--- src/rtl/wb_initiator.sv ---
// Wishbone classic initiator: turns one core load/store into one bus cycle.
// Optional bus-wait timeout is enabled by defining WB_INITIATOR_TIMEOUT_EN.
`timescale 1ns/1ps
module wb_initiator #(
  parameter int unsigned TIMEOUT = 16
) (
  input  logic        clk,
  input  logic        rst,
  input  logic        en,
  input  logic        req_valid,
  output logic        req_ready,
  input  logic        req_we,
  input  logic [31:0] req_addr,
  input  logic [1:0]  req_size,
  input  logic        req_unsigned,
  input  logic [31:0] req_wdata,
  output logic        rsp_valid,
  output logic [31:0] rsp_rdata,
  output logic        rsp_err,
  output logic        wb_cyc_o,
  output logic        wb_stb_o,
  output logic        wb_we_o,
  output logic [29:0] wb_adr_o,
  output logic [3:0]  wb_sel_o,
  output logic [31:0] wb_dat_o,
  input  logic        wb_ack_i,
  input  logic [31:0] wb_dat_i
);

  typedef enum logic [1:0] {IDLE = 2'd0, BUS = 2'd1, RESP = 2'd2} state_t;

  localparam logic [1:0] SZ_BYTE = 2'd0;
  localparam logic [1:0] SZ_HALF = 2'd1;
  localparam logic [1:0] SZ_WORD = 2'd2;

  if (TIMEOUT < 2 || TIMEOUT > 255) begin : g_bad_timeout
    $error("wb_initiator: TIMEOUT must be in 2..255");
  end

  state_t      state_q, state_d;
  logic [31:0] addr_q, addr_d;
  logic [1:0]  size_q, size_d;
  logic        uns_q, uns_d;
  logic        cyc_q, cyc_d;
  logic        we_q, we_d;
  logic [3:0]  sel_q, sel_d;
  logic [31:0] dat_q, dat_d;
  logic        rsp_valid_q, rsp_valid_d;
  logic        rsp_err_q, rsp_err_d;
  logic [31:0] rsp_rdata_q, rsp_rdata_d;
`ifdef WB_INITIATOR_TIMEOUT_EN
  localparam logic [7:0] TMO_LAST = 8'(TIMEOUT - 1);
  logic [7:0]  tmo_q, tmo_d;
`endif

  function automatic logic [3:0] lane_sel(input logic [1:0] sz, input logic [1:0] off);
    case (sz)
      SZ_BYTE: lane_sel = 4'b0001 << off;
      SZ_HALF: lane_sel = 4'b0011 << off;
      default: lane_sel = 4'b1111;
    endcase
  endfunction

  function automatic logic [31:0] lane_dat(input logic [1:0] sz, input logic [31:0] wd);
    case (sz)
      SZ_BYTE: lane_dat = {4{wd[7:0]}};
      SZ_HALF: lane_dat = {2{wd[15:0]}};
      default: lane_dat = wd;
    endcase
  endfunction

  function automatic logic misaligned(input logic [1:0] sz, input logic [1:0] off);
    case (sz)
      SZ_HALF: misaligned = off[0];
      SZ_WORD: misaligned = (off != 2'b00);
      default: misaligned = 1'b0;
    endcase
  endfunction

  // Shift the addressed lane down to bit 0, then extend to 32 bits.
  function automatic logic [31:0] load_data(input logic [1:0] sz, input logic uns,
                                            input logic [1:0] off, input logic [31:0] d);
    logic [31:0] lane;
    lane = d >> {off, 3'b000};
    case (sz)
      SZ_BYTE: load_data = {{24{~uns & lane[7]}}, lane[7:0]};
      SZ_HALF: load_data = {{16{~uns & lane[15]}}, lane[15:0]};
      default: load_data = lane;
    endcase
  endfunction

  assign req_ready = ~rst & en & (state_q == IDLE);

  always_comb begin
    state_d     = state_q;
    addr_d      = addr_q;
    size_d      = size_q;
    uns_d       = uns_q;
    cyc_d       = cyc_q;
    we_d        = we_q;
    sel_d       = sel_q;
    dat_d       = dat_q;
    rsp_valid_d = 1'b0;
    rsp_err_d   = 1'b0;
    rsp_rdata_d = '0;
`ifdef WB_INITIATOR_TIMEOUT_EN
    tmo_d       = tmo_q;
`endif
    case (state_q)
      IDLE: begin
        if (req_valid && req_ready) begin
          addr_d = req_addr;
          size_d = req_size[1] ? SZ_WORD : req_size;
          uns_d  = req_unsigned;
          dat_d  = lane_dat(size_d, req_wdata);
          if (misaligned(size_d, req_addr[1:0])) begin
            // Rejected before the bus: report the error without a cycle.
            state_d     = RESP;
            rsp_valid_d = 1'b1;
            rsp_err_d   = 1'b1;
          end else begin
            state_d = BUS;
            cyc_d   = 1'b1;
            we_d    = req_we;
            sel_d   = lane_sel(size_d, req_addr[1:0]);
`ifdef WB_INITIATOR_TIMEOUT_EN
            tmo_d   = 8'd0;
`endif
          end
        end
      end
      BUS: begin
        if (wb_ack_i) begin
          state_d     = RESP;
          cyc_d       = 1'b0;
          we_d        = 1'b0;
          sel_d       = 4'b0000;
          rsp_valid_d = 1'b1;
          rsp_rdata_d = we_q ? 32'd0 : load_data(size_q, uns_q, addr_q[1:0], wb_dat_i);
        end
`ifdef WB_INITIATOR_TIMEOUT_EN
        else if (tmo_q == TMO_LAST) begin
          state_d     = RESP;
          cyc_d       = 1'b0;
          we_d        = 1'b0;
          sel_d       = 4'b0000;
          rsp_valid_d = 1'b1;
          rsp_err_d   = 1'b1;
        end else begin
          tmo_d = tmo_q + 8'd1;
        end
`endif
      end
      RESP:    state_d = IDLE;
      default: state_d = IDLE;
    endcase
  end

  always_ff @(posedge clk or posedge rst) begin
    if (rst) begin
      state_q     <= IDLE;
      addr_q      <= '0;
      size_q      <= '0;
      uns_q       <= 1'b0;
      cyc_q       <= 1'b0;
      we_q        <= 1'b0;
      sel_q       <= '0;
      dat_q       <= '0;
      rsp_valid_q <= 1'b0;
      rsp_err_q   <= 1'b0;
      rsp_rdata_q <= '0;
`ifdef WB_INITIATOR_TIMEOUT_EN
      tmo_q       <= '0;
`endif
    end else begin
      state_q     <= state_d;
      addr_q      <= addr_d;
      size_q      <= size_d;
      uns_q       <= uns_d;
      cyc_q       <= cyc_d;
      we_q        <= we_d;
      sel_q       <= sel_d;
      dat_q       <= dat_d;
      rsp_valid_q <= rsp_valid_d;
      rsp_err_q   <= rsp_err_d;
      rsp_rdata_q <= rsp_rdata_d;
`ifdef WB_INITIATOR_TIMEOUT_EN
      tmo_q       <= tmo_d;
`endif
    end
  end

  assign wb_cyc_o  = cyc_q;
  assign wb_stb_o  = cyc_q;
  assign wb_we_o   = we_q;
  assign wb_sel_o  = sel_q;
  assign wb_dat_o  = dat_q;
  assign wb_adr_o  = addr_q[31:2];
  assign rsp_valid = rsp_valid_q;
  assign rsp_err   = rsp_err_q;
  assign rsp_rdata = rsp_rdata_q;

endmodule

--- config.mk ---
export PLATFORM = sky130hd
export DESIGN_NAME = wb_initiator
export DESIGN_NICKNAME = d
export VERILOG_FILES = /design/src/rtl/wb_initiator.sv
export SDC_FILE = /design/constraint.sdc
export NUM_CORES = 1
export LEC_CHECK = 0
export CAP_MARGIN = 20
export CORE_UTILIZATION = 43
export DETAILED_ROUTE_END_ITERATION = 7
export GPL_TIMING_DRIVEN = 0
export PLACE_DENSITY_LB_ADDON = 0.08
export SLEW_MARGIN = 30
export SYNTH_ARGS = -nofsm -noshare
export SYNTH_HDL_FRONTEND = slang
export SYNTH_SLANG_ARGS = --single-unit
--- constraint.sdc ---
create_clock -name clk -period 5 [get_ports clk]
set_input_delay 1 -clock clk [delete_from_list [all_inputs] [get_ports clk]]
set_output_delay 1 -clock clk [all_outputs]
set_load 0.005 [all_outputs]
==> metrics.md, run 1 <==
| Metric | Value |
|---|---|
| Startpoint types | input port |
| Post-route ant nets | 0 |
| Rows | 39 |
| Pleak | about 3.3 nW |
| Clk_skew | 0.00803 ns |
| CP Data Arrival Time | 2.43 ns |
| Clock-pin slew on the worst setup and hold paths | 0.07 ns |
| Nets | 757 |
| Post-CTS setup buffer count | 0 |
| Vias | 4,083 |
| Most frequent cells in the layout | clkdlybuf4s50_1 (207), dfrtp_1 (109), mux2_2 (42), mux2i_1 (40), o21ai_0 (39) |
| Hold Vio Cnt, Final | 0 |
| Via-to-Cell Ratio | 5.12 |
| Area of the core | roughly 11,000 sq um |
| Commonest non-fill, non-tap cell in the layout | clkdlybuf4s50_1 |
| Pre-Repair DR Iteration Count | 4 |
| Worst-path maximum fanout | 3 |
| Initial antenna violation count | 0 |
| Final count of negative-setup-slack endpoints | 0 |
| RSZ-0062 raised after global routing | false |
| Initial Util | 44.2% |
| First-pass GRT wire length | between 20,000 and 25,000 um |
| Worst VDD drop | 227 uV |
| Filler cells | 927 |
| Slew Limit Fails | 0 |
| Post-Layout Cell Count | 797 |
| Area of the multi-input gates | 1920 sq um |
| Port Buffer Count | 207 |
| DR iter-0 viols | 125 |
| Residual DRC | 0 |
| CP Capture Type | output pin |
| Distinct cells, synth | 37 |
| GPL Wtd Cong | approximately 0.78 |
| Clock latency on the worst-skew pair | 0.35 ns |
| Flops & latches, synth | 109 |
| Max Freq | 292 MHz |
| Bufs on Longest Clock Path | 2 |
| Cells after Synth | 433 |
| Utilization after layout | about two thirds |
| Vias in the first global route | 4,065 |
| Layout cell share with drive strength beyond 1 | 18.0% |
| Routed WL | 13,400 um |
| Post-synth EDFFs | 0 |
| Hold Buf Count CTS | 0 |
| Post-synth top flop | dfrtp_1 |
| Register Area | 2730 sq um |
| Die Y | about 110 um |
| Status | completed |
| WS Path Type | input port to output pin |
| Yosys synthesis warning count | 0 |
| Total negative slack | 0 ns |
| Final Cycle Share | 68.5% |
| Syn_nets | 538 |
| Die area | 12,200 sq um |
| CTS tree | built |
| Pin count of the biggest net entering global routing | slightly below 70 |
| Antenna diodes | 0 |
| Worst slew margin | 48.4% |
| Async S/R FF share, synth | 100% |
| Ports | between 200 and 250 |
| Total CTS buffers | 9 |
| Root Driver | clkbuf_16 |
| GRT Overall Usage | 22.8% |
| H-Tree Depth | 3 |
| Clock sinks | 109 |
| Maxcap violations | 0 |
| Cell Area, Synth | approximately 5000 sq um |
| Placed Cells | 784 |
| Pwr Density | 350 nW/um^2 |
| Grt ovf | 0 |
| Hold Crit Class | flop to flop |
| Worst EP required | 4.00 ns |
| Area grow syn2layout | 50.2% |
| Detailed-placement wirelength estimate | between 10,000 and 15,000 um |
| Tmin final | about 3.4 ns |
| Sequential area share after synthesis | 54.1% |
| Syn Area/Cell | 11.6 sq um |
| Worst-margin pin slew | 0.775 ns |
| CTS resizes | 0 |
| Die width | about 110 um |
| Routed wire per std cell | 16.8 um |
| Hold slack | 0.480 ns |
-- layout make-up --
type                    count  area share [%]
flip-flops and latches    109            36.0
repair buffers            208            27.6
multi-input cells         257            25.4
plain buffers              57            4.72
clock buffers              10            3.16
well taps                 143            2.36
inverters                  10           0.562
clock inverters             3           0.198
-- final timing paths --
path                                         startpoint                 endpoint  slack (ns)  cells after the start
worst max-delay path                                rst                req_ready        1.57                      3
worst min-delay path            wb_dat_o[8]$_DFFE_PP0P_  wb_dat_o[8]$_DFFE_PP0P_        0.48                      2
worst max register to register   state_q[1]$_DFFE_PP0P_  rsp_rdata[31]$_DFF_PP0_        3.10                      5
worst min register to register  wb_dat_o[8]$_DFFE_PP0P_  wb_dat_o[8]$_DFFE_PP0P_        0.48                      2
max in group asynchronous                           rst   addr_q[30]$_DFFE_PP0P_        3.15                      3
min in group asynchronous                           rst  wb_sel_o[0]$_DFFE_PP0P_        1.20                      2
-- worst max-delay path, cell delays in order --
cell	delay, ns
clkdlybuf4s50_1	0.52
nor4b_4	0.34
clkdlybuf4s50_1	0.57
-- kinds of logic (layout without fill, tap and decap cells) --
logic type / Yosys count / after routing / synth area share (%)
flip-flops: 109 / 109 / 54.1
AND/OR/NAND/NOR: 88 / 88 / 8.96
AO/OA/AOI/OAI: 84 / 84 / 10.7
multiplexers: 84 / 84 / 18.2
buffers and inverters: 67 / 288 / 7.84
XOR/XNOR: 1 / 1 / 0.174
-- cells in the mapped netlist, types with 2 or more instances --
cell      count  area, sq um
o21ai_0      39          195
nor2_1       30          113
o311ai_2      2         32.5
o311ai_0      6         52.6
a211oi_1     22          165
mux2i_1      40          400
nand3_1       5         25.0
a21oi_1       9         45.0
mux2_2       42          473
nand2b_1      4         25.0
buf_4        31          233
mux4_2        2         45.0
dfrtp_1     109         2730
buf_2        16         80.1
nor2b_1      10         62.6
clkbuf_1      8         30.0
o31ai_1       2         15.0
nand2_1      28          105
inv_1        10         37.5
-- through the flow --
step                      area, sq um  worst slack, ns  power [mW]
after CTS                        7570             1.57        2.68
final                            7570             1.57        2.65
after floorplan                  5040             1.13        1.54
after global placement           7290           -0.568        2.00
after detailed placement         7320             1.57        2.03
after global routing             7570             1.52        2.80
-- layer usage --
layer  up-vias  global-route usage [%]  share of wire [%]  wire length, um
li1       1920                       -                  -                -
met3        15                    6.76                8.2             1100
met1      2002                    27.5                 40             5360
met5         -                       0                  0                0
met2       146                    38.2                 50             6680
met4         0                    9.30                1.8              242
-- power by group --
| group | switching, mW | total [mW] | internal (mW) | leakage (nW) |
|---|---|---|---|---|
| registers | 0.0816 | 1.12 | 1.03 | 1.39 |
| clock network | 0.298 | 0.639 | 0.340 | 0.130 |
| logic | 0.330 | 0.894 | 0.564 | 1.82 |
| total | 0.710 | 2.65 | 1.94 | 3.34 |
-- state kept, by name, summed over array words and instances, names as in the netlist, 2 cells and up --
name / cells
wb_dat_o: 32
size_q: 2
rsp_rdata: 32
wb_sel_o: 4
addr_q: 32
state_q: 2
Power figures use the tool's default switching activity.
==> inputs of run 2 (changes only) <==
clock period = 3.43 ns   (was 5 ns; I/O delays follow)
==> metrics.md, run 2 (synthesis results as in run 1) <==
| Metric | Value |
|---|---|
| Status | completed |
| Tmin final | between 2 and 3 ns |
| Final Cycle Share | 80.2% |
| Hold Buf Count CTS | 0 (unchanged) |
| Filler cells | 886 (-4.4%) |
| Clock power frac | 26.8% (+2.7 points) |
| Pre-Repair DR Iteration Count | 4 (unchanged) |
| Worst-path maximum fanout | 3 (unchanged) |
| Ordered cell list for the critical path | clkdlybuf4s50_1, nor4b_4, clkdlybuf4s50_1 |
| Worst-margin pin slew | 0.754 ns (-0.0209 ns) |
| Pwr Density | 520 nW/um^2 (+49%) |
| Most frequent cells in the layout | clkdlybuf4s50_1 (207), dfrtp_1 (109), mux2_2 (42), mux2i_1 (40), o21ai_0 (39) |
| Logic gate share of total power | 32.6% (-1.2 points) |
| Dpl cell area | 7390 sq um (+1.0%) |
| Final count of negative-setup-slack endpoints | 0 (unchanged) |
| Worst slew margin | 49.7% (+1.4 points) |
| Clk_skew | 0.00557 ns (-0.00246 ns) |
| Clock sinks | 109 (unchanged) |
| Layout cell share with drive strength beyond 1 | 18.6% (+0.59 points) |
| Worst EP required | 2.74 ns (-1.26 ns) |
| Pre-CTS setup slack | 0.656 ns (-0.910 ns) |
| CP max stage delay | 0.56 ns (about the same) |
| Family with the most delay on the worst path | buffers and inverters |
| H-Tree Depth | 3 (unchanged) |
| Max Freq | 363 MHz |
| GPL Wtd Cong | 0.809 (+4.2%) |
| Initial antenna violation count | 0 (unchanged) |
| Slowest-stage cell, CP | clkdlybuf4s50_1 |
| Utilization after layout | 67.5% (+1.2 points) |
| CP Capture Type | output pin |
| CTS resizes | 0 (unchanged) |
| Hold Vio Cnt, Final | 0 (unchanged) |
| Total power | 4.00 mW (+51%) |
| Routed wire per std cell | 16.2 um (-3.5%) |
| Switching power | 1.04 mW (+47%) |
| Register Area | 2730 sq um (unchanged) |
| Maxcap violations | 0 (unchanged) |
| PnR worst setup slack | 0.678 ns (-0.895 ns) |
| Antenna diodes | 0 (unchanged) |
| GRT Overall Usage | 22.5% (-0.32 points) |
| CTS tree | built |
| Worst VDD drop | 498 uV (+120%) |
| Pin count of the biggest net entering global routing | 28 (-59%) |
| DR iter-0 viols | 154 (+23%) |
| Die width | 110 um (unchanged) |
| Port Buffer Count | 207 (unchanged) |
| Startpoint types | input port |
| Via-to-Cell Ratio | 5.04 (-1.5%) |
| First-pass GRT wire length | 20,300 um (-1.2%) |
| Post-CTS setup buffer count | 0 (unchanged) |
| Commonest non-fill, non-tap cell in the layout | clkdlybuf4s50_1 |
| Slew Limit Fails | 0 (unchanged) |
| Total CTS buffers | 9 (unchanged) |
| Root Driver | clkbuf_16 |
| Initial Util | 44.2% (unchanged) |
| Worst path buffer plus inverter count | 2 (unchanged) |
| Area of the multi-input gates | 1920 sq um (unchanged) |
| Switching fraction of total power | 26.0% (-0.80 points) |
| Clock-pin slew on the worst setup and hold paths | 0.07 ns (about the same) |
| WS Path Type | input port to output pin |
| CP dominant cell by count | clkdlybuf4s50_1 |
| Nets | 760 (+0.40%) |
| Ports | 209 (unchanged) |
| Grt ovf | 0 (unchanged) |
| Routed WL | 13,000 um (-2.8%) |
| Area grow syn2layout | 52.8% |
| Flop pwr share | 40.6% (-1.5 points) |
| Bufs on Longest Clock Path | 2 (unchanged) |
| Residual DRC | 0 (unchanged) |
| Int Power | 2.96 mW (+53%) |
| Total negative slack | 0 ns (unchanged) |
| Post-route ant nets | 0 (unchanged) |
| Die Y | 110 um (unchanged) |
| Vias in the first global route | 4,118 (+1.3%) |
| Detailed-placement wirelength estimate | 9990 um (-0.39%) |
| CP Data Arrival Time | 2.07 ns (-0.36 ns) |
| RSZ-0062 raised after global routing | false |
| Clock latency on the worst-skew pair | 0.35 ns (about the same) |
| Die area | 12,200 sq um (unchanged) |
| Post-route cell area | 7710 sq um (+1.8%) |
| Hold Crit Class | flop to flop |
| Pleak | 3.39 nW (+1.6%) |
| Rows | 39 (unchanged) |
| Area of the core | 11,400 sq um (unchanged) |
| Vias | 4,050 (-0.81%) |
run 2: cell count changes in the layout (fill, tap and decap cells not counted), moves of 2 or more:
cell	delta
buf_16	+2
clkbuf_8	+2
clkinv_2	-2
clkinvlp_4	+2
run 2: metal layers:
layer / GRT usage (%) / part of all wire (%) / up-vias / wire [um]
met1: 26.8 / 41 / 1978 / 5320
met2: 37.2 / 49 / 142 / 6430
li1: - / - / 1917 / -
met3: 9.35 / 8.3 / 13 / 1080
met5: 0 / 0 / - / 0
met4: 6.86 / 1.3 / 0 / 174
run 2: final cells by class:
| cell class | instances | area share (%) |
|---|---|---|
| clock buffers | 13 | 3.51 |
| multi-input cells | 257 | 24.9 |
| well taps | 143 | 2.32 |
| plain buffers | 57 | 4.64 |
| flip-flops and latches | 109 | 35.4 |
| repair buffers | 211 | 28.1 |
| clock inverters | 3 | 0.552 |
| inverters | 10 | 0.536 |
run 2: path summary, 6_finish.rpt:
check,slack (ns),start,cells after the start,end
max in group asynchronous,1.92,rst,4,addr_q[28]$_DFFE_PP0P_
worst max register to register,1.61,state_q[1]$_DFFE_PP0P_,5,rsp_rdata[31]$_DFF_PP0_
min in group asynchronous,0.81,rst,2,wb_sel_o[0]$_DFFE_PP0P_
worst max-delay path,0.68,rst,3,req_ready
worst min register to register,0.48,wb_dat_o[14]$_DFFE_PP0P_,2,wb_dat_o[14]$_DFFE_PP0P_
worst min-delay path,0.48,wb_dat_o[14]$_DFFE_PP0P_,2,wb_dat_o[14]$_DFFE_PP0P_
run 2: power by group through the flow:
stage | combinational [mW] | sequential (mW) | clock, mW
2_1_floorplan | 0.611 | 1.64 | 0
3_3_place_gp | 1.28 | 1.64 | 0
3_5_place_dp | 1.32 | 1.65 | 0
4_1_cts | 1.32 | 1.63 | 1.11
5_1_grt | 1.43 | 1.65 | 1.16
6_report | 1.31 | 1.62 | 1.07
run 2: worst min-delay path: stages (launching register included):
cell,delay [ns]
dfrtp_1,0.34
nand2_1,0.04
o21ai_0,0.06
run 2: stage by stage:
step / cells / hold slack, ns
after CTS: 803 / 0.487
after global placement: 783 / 0.461
after floorplan: 433 / 0.473
final: 803 / 0.482
after detailed placement: 787 / 0.470
after global routing: 803 / 0.512
